File: config.mk
export PLATFORM = sky130hd
export DESIGN_NAME = ps2_key_matrix
export DESIGN_NICKNAME = d
export VERILOG_FILES = /design/src/rtl/ps2_pkg.sv /design/src/rtl/ps2_scancode_map.sv /design/src/rtl/ps2_key_matrix.sv
export SDC_FILE = /design/constraint.sdc
export NUM_CORES = 1
export LEC_CHECK = 0
export BUFFER_PORTS_ARGS = -buffer_cell sky130_fd_sc_hd__buf_2
export CAP_MARGIN = 20
export CORE_MARGIN = 2
export CORE_UTILIZATION = 41
export DETAILED_ROUTE_END_ITERATION = 12
export SLEW_MARGIN = 10
export SYNTH_ARGS = -nofsm -noshare
export SYNTH_HDL_FRONTEND = slang
export SYNTH_HIERARCHICAL = 1
export SYNTH_SLANG_ARGS = --single-unit
File: constraint.sdc
create_clock -name o2 -period 6.4 [get_ports o2]
set_clock_uncertainty 0.15 [all_clocks]
set_input_delay 1.28 -clock o2 [delete_from_list [all_inputs] [get_ports o2]]
set_output_delay 1.28 -clock o2 [all_outputs]
set_load 0.02 [all_outputs]
File: src/rtl/ps2_pkg.sv
// Shared definitions for the PS/2 keyboard front end of the emulated key matrix:
// receiver state encoding and the scan-code prefix / modifier constants.
package ps2_pkg;

  typedef enum logic [1:0] {
    IDLE,
    DATA,
    PARITY,
    STOP
  } ps2_state_e;

  localparam logic [7:0] BREAK_PFX = 8'hF0;
  localparam logic [7:0] EXT_PFX   = 8'hE0;
  localparam logic [7:0] LSHIFT    = 8'h12;
  localparam logic [7:0] RSHIFT    = 8'h59;
  localparam logic [7:0] CTRL      = 8'h14;

endpackage

File: src/rtl/ps2_scancode_map.sv
// PS/2 set-2 scan code to emulated matrix index lookup (purely combinational).
module ps2_scancode_map
  import ps2_pkg::*;
#(
  parameter int SCAN_W = 4
) (
  input  logic [7:0]        code,
  output logic              hit,
  output logic [SCAN_W-1:0] idx
);

  int idx_n;

  always_comb begin
    hit   = 1'b1;
    idx_n = 0;
    case (code)
      8'h45:   idx_n = 0;
      8'h16:   idx_n = 1;
      8'h1E:   idx_n = 2;
      8'h26:   idx_n = 3;
      8'h25:   idx_n = 4;
      8'h2E:   idx_n = 5;
      8'h36:   idx_n = 6;
      8'h3D:   idx_n = 7;
      8'h3E:   idx_n = 8;
      8'h46:   idx_n = 9;
      8'h1C:   idx_n = 10;
      8'h1B:   idx_n = 11;
      8'h23:   idx_n = 12;
      8'h1D:   idx_n = 13;
      8'h5A:   idx_n = 14;
      8'h29:   idx_n = 15;
      default: hit   = 1'b0;
    endcase
    idx = SCAN_W'(idx_n);
  end

endmodule

File: src/rtl/ps2_key_matrix.sv
// PS/2 receiver feeding an n-key make/break table, answered as an active-low Atari key matrix.
// Define PS2_PARITY_CHECK_EN to reject frames whose odd parity does not check.
module ps2_key_matrix
  import ps2_pkg::*;
#(
  parameter int SCAN_W      = 4,
  parameter int TIMEOUT_CYC = 2000,
  parameter int SHIFT_IDX   = 15,
  parameter int CTRL_IDX    = 14
) (
  input  logic              o2,
  input  logic              rst,
  input  logic              ps2_clk,
  input  logic              ps2_data,
  input  logic [SCAN_W-1:0] key_scan_L,
  output logic              kr1_L,
  output logic              kr2_L,
  output logic              code_valid,
  output logic [7:0]        last_code,
  output logic              frame_err
);

  localparam int NKEYS = 2 ** SCAN_W;
  localparam int TO_W  = $clog2(TIMEOUT_CYC);
  localparam logic [TO_W-1:0] TO_MAX = TO_W'(TIMEOUT_CYC - 1);

  logic [2:0]       clk_sync_q;
  logic [1:0]       data_sync_q;
  ps2_state_e       state_q, state_d;
  logic [2:0]       bitcnt_q, bitcnt_d;
  logic [7:0]       sr_q, sr_d;
  logic             parity_q, parity_d;
  logic [TO_W-1:0]  to_cnt_q, to_cnt_d;
  logic [7:0]       last_code_q, last_code_d;
  logic             code_valid_q, code_valid_d;
  logic             frame_err_q, frame_err_d;
  logic [NKEYS-1:0] pressed_q, pressed_d;
  logic             shift_held_q, shift_held_d;
  logic             ctrl_held_q, ctrl_held_d;
  logic             break_pend_q, break_pend_d;
  logic             ext_pend_q, ext_pend_d;

  logic              fall, data_bit, parity_ok, accept, err;
  logic              map_hit;
  logic [SCAN_W-1:0] map_idx, scan_idx;

  // Bit 2 is the delayed copy of the synchronised clock, used only for edge detection.
  assign fall     = clk_sync_q[2] & ~clk_sync_q[1];
  assign data_bit = data_sync_q[1];

`ifdef PS2_PARITY_CHECK_EN
  assign parity_ok = ^{sr_q, parity_q};
`else
  logic parity_unused;
  assign parity_ok     = 1'b1;
  assign parity_unused = parity_q;
`endif

  ps2_scancode_map #(.SCAN_W(SCAN_W)) u_map (
    .code (sr_q),
    .hit  (map_hit),
    .idx  (map_idx)
  );

  always_comb begin
    state_d  = state_q;
    bitcnt_d = bitcnt_q;
    sr_d     = sr_q;
    parity_d = parity_q;
    to_cnt_d = to_cnt_q;
    accept   = 1'b0;
    err      = 1'b0;
    case (state_q)
      IDLE: begin
        to_cnt_d = '0;
        if (fall && !data_bit) begin
          state_d  = DATA;
          bitcnt_d = '0;
        end
      end
      DATA: if (fall) begin
        sr_d     = {data_bit, sr_q[7:1]};
        bitcnt_d = bitcnt_q + 3'd1;
        if (bitcnt_q == 3'd7) state_d = PARITY;
      end
      PARITY: if (fall) begin
        parity_d = data_bit;
        state_d  = STOP;
      end
      STOP: if (fall) begin
        state_d = IDLE;
        if (data_bit && parity_ok) accept = 1'b1;
        else err = 1'b1;
      end
      default: state_d = IDLE;
    endcase
    // A falling edge in the same cycle as expiry keeps the frame alive.
    if (state_q != IDLE) begin
      if (fall) begin
        to_cnt_d = '0;
      end else if (to_cnt_q == TO_MAX) begin
        state_d  = IDLE;
        to_cnt_d = '0;
        err      = 1'b1;
      end else begin
        to_cnt_d = to_cnt_q + 1'b1;
      end
    end
  end

  always_comb begin
    last_code_d  = last_code_q;
    code_valid_d = accept;
    frame_err_d  = err;
    pressed_d    = pressed_q;
    shift_held_d = shift_held_q;
    ctrl_held_d  = ctrl_held_q;
    break_pend_d = break_pend_q;
    ext_pend_d   = ext_pend_q;
    if (accept) begin
      last_code_d = sr_q;
      if (sr_q == BREAK_PFX) begin
        break_pend_d = 1'b1;
      end else if (sr_q == EXT_PFX) begin
        ext_pend_d = 1'b1;
      end else begin
        // Extended keys share codes with plain keys; drop them rather than alias.
        if (!ext_pend_q) begin
          if (map_hit) pressed_d[map_idx] = ~break_pend_q;
          if (sr_q == LSHIFT || sr_q == RSHIFT) shift_held_d = ~break_pend_q;
          if (sr_q == CTRL) ctrl_held_d = ~break_pend_q;
        end
        break_pend_d = 1'b0;
        ext_pend_d   = 1'b0;
      end
    end
  end

  always_ff @(posedge o2) begin
    if (rst) begin
      clk_sync_q   <= '1;
      data_sync_q  <= '1;
      state_q      <= IDLE;
      bitcnt_q     <= '0;
      sr_q         <= '0;
      parity_q     <= 1'b0;
      to_cnt_q     <= '0;
      last_code_q  <= '0;
      code_valid_q <= 1'b0;
      frame_err_q  <= 1'b0;
      pressed_q    <= '0;
      shift_held_q <= 1'b0;
      ctrl_held_q  <= 1'b0;
      break_pend_q <= 1'b0;
      ext_pend_q   <= 1'b0;
    end else begin
      clk_sync_q   <= {clk_sync_q[1:0], ps2_clk};
      data_sync_q  <= {data_sync_q[0], ps2_data};
      state_q      <= state_d;
      bitcnt_q     <= bitcnt_d;
      sr_q         <= sr_d;
      parity_q     <= parity_d;
      to_cnt_q     <= to_cnt_d;
      last_code_q  <= last_code_d;
      code_valid_q <= code_valid_d;
      frame_err_q  <= frame_err_d;
      pressed_q    <= pressed_d;
      shift_held_q <= shift_held_d;
      ctrl_held_q  <= ctrl_held_d;
      break_pend_q <= break_pend_d;
      ext_pend_q   <= ext_pend_d;
    end
  end

  // Matrix reads are combinational so the scanner sees the current address on its own edge.
  assign scan_idx   = ~key_scan_L;
  assign kr1_L      = ~pressed_q[scan_idx];
  assign kr2_L      = ~((shift_held_q && (scan_idx == SCAN_W'(SHIFT_IDX))) ||
                        (ctrl_held_q  && (scan_idx == SCAN_W'(CTRL_IDX))));
  assign code_valid = code_valid_q;
  assign last_code  = last_code_q;
  assign frame_err  = frame_err_q;

endmodule

# Yosys cells after proc, flatten, opt, wreduce, memory -nomap -nowiden
# Cells that the tools add are included.
# totals
in_bits	8
word_cells	113
out_inout_bits	12
regBits	59
# op_classes
muxes	35
bitwise	9
reduce_logical	19
magnitude_cmp	3
n_eq_ne	31
n_addsub	2
# op_table
op	count
== test 8 x 6 -> 1 bit, second input constant	8
one-hot mux 4 bit (15 select lines)	1
== test 8 x 5 -> 1 bit, second input constant	7
two-way mux 11 bit	4
== test 8 x 7 -> 1 bit, second input constant	4
bitwise mux 16 bit	1
== test 8 bit, second input constant	2
two-way mux 2 bit	8
OR reduction 16 bit	1
two-way mux 1 bit	15
AND reduction 5 bit	3
adder 11 x 1 -> 11 bit, second input constant	1
== test 11 bit, second input constant	1
less-than comparator 4 x 5 -> 1 bit, second input constant	2
== test 4 bit, second input constant	2
one-hot mux 2 bit (4 select lines)	1
inverter 1 bit	7
two-way mux 3 bit	2
inequality test 2 bit, second input constant	3
one-hot mux 3 bit (2 select lines)	1
AND reduction 2 bit	3
nonzero test 2 bit	3
binary-select mux 1 bit (select 4 bit)	1
demux 1 bit (select 4 bit)	1
12 further kinds	17

# Depth between registers and ports, before layout
# Gate-level depths: netlist (run 1).
# logic_depth
word_depth	8
depth_mapped	9
ltp_nobuf	8

# Modules after synthesis
# The synthesis (run 1) kept the hierarchy.
# by_module_without_submodules
module	instances	seq_area_each_um2	area_per_inst_um2	cells_per_inst
ps2_key_matrix	1	1181.1	2642.5	283
ps2_scancode_map	1	0.0	419.2	58

# Worst setup path after synthesis (run 1)
# No wires, ideal clock.
# synth_timing
kind	in2out
from	input key_scan_L[0]
to	output kr1_L
path_buffers	1
path_stages	4
required_time_ps	4970
path_slack_ps	2391
arrival_time_ps	2579
cell_sequence	buf_2 > mux4_2 > mux2_2 > a21oi_1
# synth_via
elab_chain_cells	4
# synth_rtl
element	line	rtl
from (decl)	ps2_key_matrix.sv:15	input logic [SCAN_W-1:0] key_scan_L,
inverter 4 bit	ps2_key_matrix.sv:176	assign scan_idx = ~key_scan_L;
binary-select mux 1 bit (select 4 bit)	ps2_key_matrix.sv:177	assign kr1_L = ~pressed_q[scan_idx];
two-way mux 1 bit (implied by the code)	ps2_key_matrix.sv:177	
inverter 1 bit	ps2_key_matrix.sv:177	
to (decl)	ps2_key_matrix.sv:16	output logic kr1_L,
# Every way passes these cells. The select of a mux whose other input is x is not followed.

# Final worst setup path (run 1)
# Ends and elaborated chain as after synthesis.

==> results of run 1 <==
## state kept, by name (all words and copies together) (netlist names)
name	cells
state_q	2
break_pend_q	1
bitcnt_q	3
pressed_q	16
shift_held_q	1
code_valid	1
ctrl_held_q	1
sr_q	8
to_cnt_q	11
data_sync_q	2
ext_pend_q	1
clk_sync_q	3
last_code	8
frame_err	1
## worst paths after layout
path	from	end	cells past startpoint
min	data_sync_q[0]$_SDFF_PP1_	data_sync_q[1]$_SDFF_PP1_	1
min reg2reg	data_sync_q[0]$_SDFF_PP1_	data_sync_q[1]$_SDFF_PP1_	1
max	key_scan_L[0]	kr1_L	5
max reg2reg	sr_q[3]$_SDFFE_PP0P_	pressed_q[15]$_SDFFE_PP0P_	8
## worst register-to-register path: stages, from the launching register on
cell	delay, ns
dfxtp_1	0.74
nand2_1	0.29
or3_1	0.41
o31ai_1	0.08
a221o_2	0.30
and2_1	0.24
nand3_1	0.18
or3_1	0.36
a21oi_1	0.13
## cells by family after synthesis
logic type | count (synthesis)
flip-flops | 59
AO/OA/AOI/OAI | 75
buffers and inverters | 31
adder cells (fa/ha/maj) | 3
AND/OR/NAND/NOR | 150
multiplexers | 12
XOR/XNOR | 11
## metrics by stage
step                power (W)  instances  area, µm²
global route         0.000738        454       3360
global placement     0.000393        438       3170
CTS                  0.000716        454       3360
finish               0.000705        454       3360
detailed placement   0.000393        438       3170
floorplan            0.000388        341       3060
## cells in the mapped netlist (7+ instances only)
library cell  instances  share of area
dfxtp_1              59           0.39
nand2_1              35          0.043
nor2_1               25          0.031
a21oi_1              21          0.034
nand3_1              16          0.026
a31oi_1              11          0.022
inv_1                10          0.012
buf_2                 8          0.013
clkbuf_1              8         0.0098
nor3_1                8          0.013
mux2i_1               7          0.023
nand2b_1              7          0.014
xor2_1                7          0.020
## final cells by class
type	instances	area [µm²]
tap	99	124
timing repair buffer	19	95.1
clock inverter	3	21.3
fill	720	3900
inverter	10	37.5
multi-input combinational	251	1730
clock buffer	13	169
sequential	59	1180
## power groups by stage
stage | clock (W) | combinational (W) | sequential (W)
2_1_floorplan | 0 | 0.0000105 | 0.000378
3_3_place_gp | 0 | 0.0000137 | 0.000379
3_5_place_dp | 0 | 0.0000138 | 0.000379
4_1_cts | 0.000332 | 0.0000138 | 0.000371
5_1_grt | 0.000352 | 0.0000154 | 0.000371
6_report | 0.000321 | 0.0000137 | 0.000371
## per-layer routing
metal  track usage  vias to the layer above  part of all wire
met5             0                        -                 0
met4        0.0872                        0             0.022
met3        0.0351                       14             0.046
met2         0.256                       68              0.44
met1         0.243                     1197              0.49
li1              -                     1288                 -
==> metrics, run 1 <==
setup ws final=2.39 ns; Setup crit start kind=primary input; Max Clk Rate=250 MHz; drt first pass iters=4; post-synthesis async set-or-reset flop share=0; CP dominant cell by count=buf_2; Resized cells post-CTS=0; vias in the first global route=2,309; RSZ-0062 raised after global routing=false; internal power=0.000546 W; status=complete, no violations; XOR/XNOR share of the synthesized area=0.0315; Post-Synth Adder-Cell Area=0.0123; switching share of power=0.226; Pwr Density=210 mW/mm²; Crit Path Category=in -> out; Die Y=90.4 µm; die area=0.00817 mm²; Fin Setup TNS=0 ns; vias=2,567; synth unique cells=68; FF+latch count, synth=59; Syn Inst Count=341; largest net degree at the start of global routing=39; Top delay family on crit path=multiplexers; GRT overflow=0; R2R Setup Slk=3.46 ns; Critical Path AT=2.58 ns; register area share after synthesis=0.386; Sw Pwr=0.000160 W; ys flop type=dfxtp_1; CTS tree=done; CP max stage delay=0.52 ns; H-tree levels=3; CP max stage cell=mux4_2; antenna violations before repair=0; most frequent cells in the layout=dfxtp_1 (59), nand2_1 (35), nor2_1 (25); CP max FO=5; core footprint=0.00725 mm²; mux cell area share after synthesis=0.0560; Clock Sinks=59; Antenna Nets Post-Route=0; setup bufs post-CTS=0; most common cell after layout, fill and taps aside=dfxtp_1; Crit path required time=4.97 ns; Peak VDD IR=137 µV; Slew HR=0.479; CP Cell Sequence=buf_2 > mux4_2 > mux2_2 > a21oi_1 > buf_2; layout cells sized above 1=0.169; final setup fails=0; I/O pin count=20; Compound-Gate Fraction of Synth Area=0.183; Seq pwr share=0.526; YS warnings=6; CP endpoint kind=output pin; largest family of logic cells by synthesized area=simple AND/OR/NAND/NOR gates; Logic pwr share=0.019; Final Hold Fails=0; worst skew pair latency=0.34 ns; Nets=361; synth-to-layout area growth=9.60%; Leakage=1.12 nW; gpl congestion=0.809; Post-synth EDFFs=0; Root Driver=clkbuf_8; Hold Slack=0.268 ns; die extent in x=90.4 µm; total CTS buffers=9; Period minus WS final=4.01 ns; Clk pwr share=0.455; Initial DRC Count=143; actual slew at the worst max-slew pin=0.778 ns; Crit path buffers/inverters=2; first-pass GRT wire length=11,600 µm; final wirelength=6790 µm; Tightest Hold Check Type=reg -> reg; # DRC=0; Final Core Density=0.463; GRT Total Usage=0.174; Post-Synth Simple-Gate Area=0.282; ant diodes=0; Max-Cap Viols=0; wire length per cell=15.0 µm; Synth Cell Area=0.00306 mm²; Avg Synthesized Cell Area=8.98 µm²; post-detail-place hpwl=4510 µm; Vias/cell=5.65; hold buffer count at cts=0; Port Buf Inserts=19; Rows=31; Max Root-Sink Buffers=2; initial core utilization=0.422; Place WS=2.40 ns; Reg clk slew, reported paths=0.07 ns; fin crit share=0.626; syn_nets=352; fin. max-slew vios=0
(Power assumes the default switching activity.)
==> inputs of run 2 (changes only) <==
Clock period 6.4 ns to 3.8 ns, I/O delays scaled along.
==> run 2 against run 1 <==
Effect of this change:
- die area unchanged
- clock power up 82%
- global-route usage shrank 0.27 points
- critical path type is now reg -> reg
- largest power group unchanged
==> metrics, run 2 (synthesis results as in run 1) <==
Antenna Nets Post-Route=0 (unchanged); Fin Setup TNS=0 ns (unchanged); Initial DRC Count=169 (+18%); crit path from=sr_q[5]$_SDFFE_PP0P_; final setup fails=0 (unchanged); most frequent cells in the layout=dfxtp_1 (59), nand2_1 (35), nor2_1 (25); Final Hold Fails=0 (unchanged); core footprint=0.00725 mm² (unchanged); actual slew at the worst max-slew pin=0.795 ns (+0.0171 ns); Crit Path Category=reg -> reg; Nets=362 (+0.28%); Period minus WS final=2.95 ns; # DRC=0 (unchanged); Tightest Hold Check Type=reg -> reg; Resized cells post-CTS=0 (unchanged); I/O pin count=20 (unchanged); Max Clk Rate=338 MHz; setup bufs post-CTS=0 (unchanged); final wirelength=6650 µm (-2.0%); Final Core Density=0.465 (+0.00259); Max Root-Sink Buffers=2 (unchanged); Top delay family on crit path=simple AND/OR/NAND/NOR gates; Root Driver=clkbuf_8; initial core utilization=0.422 (unchanged); H-tree levels=3 (unchanged); total CTS buffers=9 (unchanged); vias in the first global route=2,320 (+0.48%); synth-to-layout area growth=10.2%; die extent in x=90.4 µm (unchanged); CP max FO=19 (+14); hold buffer count at cts=0 (unchanged); Critical Path AT=3.04 ns (+0.46 ns); largest net degree at the start of global routing=39 (unchanged); post-detail-place hpwl=4550 µm (+0.94%); wire length per cell=14.7 µm (-2.0%); Port Buf Inserts=19 (unchanged); CP max stage delay=0.68 ns (+0.16 ns); cell count along the critical path=7 (+2); antenna violations before repair=0 (unchanged); drt first pass iters=4 (unchanged); worst r2r dst=pressed_q[11]$_SDFFE_PP0P_; Setup crit start kind=flop; layout cells sized above 1=0.172 (+0.00282); Die Y=90.4 µm (unchanged); gpl congestion=0.838 (+3.7%); RSZ-0062 raised after global routing=false; Peak VDD IR=219 µV (+60%); CP Cell Sequence=and3b_1 > o2111a_1 > a31oi_1 > nand2_1 > nor2_1 > a31oi_1 > a311oi_1; GRT overflow=0 (unchanged); CP dominant cell by count=a31oi_1; first-pass GRT wire length=11,400 µm (-1.5%); Pwr Density=365 mW/mm² (+74%); Leakage=1.13 nW (+0.65%); GRT Total Usage=0.172 (-0.00272); cells on worst reg2reg path=7 (-1); Biggest register=pressed_q; CP max stage cell=dfxtp_1; most common cell after layout, fill and taps aside=dfxtp_1; status=complete, no violations; Vias/cell=5.67 (+0.35%); Crit path buffers/inverters=0 (-2); Clock Sinks=59 (unchanged); worst skew pair latency=0.34 ns (about the same); Crit path required time=3.89 ns (-1.08 ns); max reg flops=16 (unchanged); fin. max-slew vios=0 (unchanged); die area=0.00817 mm² (unchanged); R2R Setup Slk=0.85 ns (-2.61 ns); CTS tree=done; vias=2,576 (+0.35%); ant diodes=0 (unchanged); Max-Cap Viols=0 (unchanged); biggest regs=pressed_q (16), to_cnt_q (11); Slew HR=0.468 (-0.0114); fin crit share=0.778; RR Startpoint=sr_q[5]$_SDFFE_PP0P_; total power=0.00123 W (+74%); CP endpoint=pressed_q[11]$_SDFFE_PP0P_; CP endpoint kind=flop; Reg clk slew, reported paths=0.07 ns (about the same); Rows=31 (unchanged)
[run 2: final cells by class]
type	count	area, µm²
clock buffers	11	151
clock inverters	4	50.0
fillers	737	3880
inverters	10	37.5
multi-input cells	251	1730
flip-flops and latches	59	1180
well taps	99	124
repair buffers	20	103
[run 2: power by group]
part	total, W	internal [W]	leakage, nW	switching (W)
Combinational	0.0000229	0.00000797	0.557	0.0000150
Clock	0.000583	0.000334	0.0974	0.000250
Sequential	0.000624	0.000621	0.476	0.00000333
Total	0.00123	0.000962	1.13	0.000268
[run 2: how the worst min path moves through the flow]
stage                              startpoint                   endpoint  slack [ns]  depth (start not counted)
finish              data_sync_q[0]$_SDFF_PP1_  data_sync_q[1]$_SDFF_PP1_        0.26                          1
detailed placement  data_sync_q[0]$_SDFF_PP1_  data_sync_q[1]$_SDFF_PP1_        0.25                          1
global route        data_sync_q[0]$_SDFF_PP1_  data_sync_q[1]$_SDFF_PP1_        0.29                          1
floorplan            clk_sync_q[0]$_SDFF_PP1_   clk_sync_q[1]$_SDFF_PP1_        0.24                          1
CTS                 data_sync_q[0]$_SDFF_PP1_  data_sync_q[1]$_SDFF_PP1_        0.27                          1
global placement    data_sync_q[0]$_SDFF_PP1_  data_sync_q[1]$_SDFF_PP1_        0.25                          1
[run 2: through the flow]
step           area (µm²)  hold WS, ns  cells  setup slack, ns
2_1_floorplan        3060        0.239    341            0.831
3_3_place_gp         3170        0.251    439            0.874
3_5_place_dp         3170        0.247    439            0.857
4_1_cts              3370        0.267    454            0.851
5_1_grt              3370        0.287    454            0.605
6_report             3370        0.263    454            0.845
[run 2: layer usage]
metal	up-vias	part of all wire	global-route usage
met5	-	0	0
met4	0	0.013	0.0615
met3	9	0.035	0.0451
met2	47	0.46	0.271
met1	1234	0.49	0.227
li1	1286	-	-
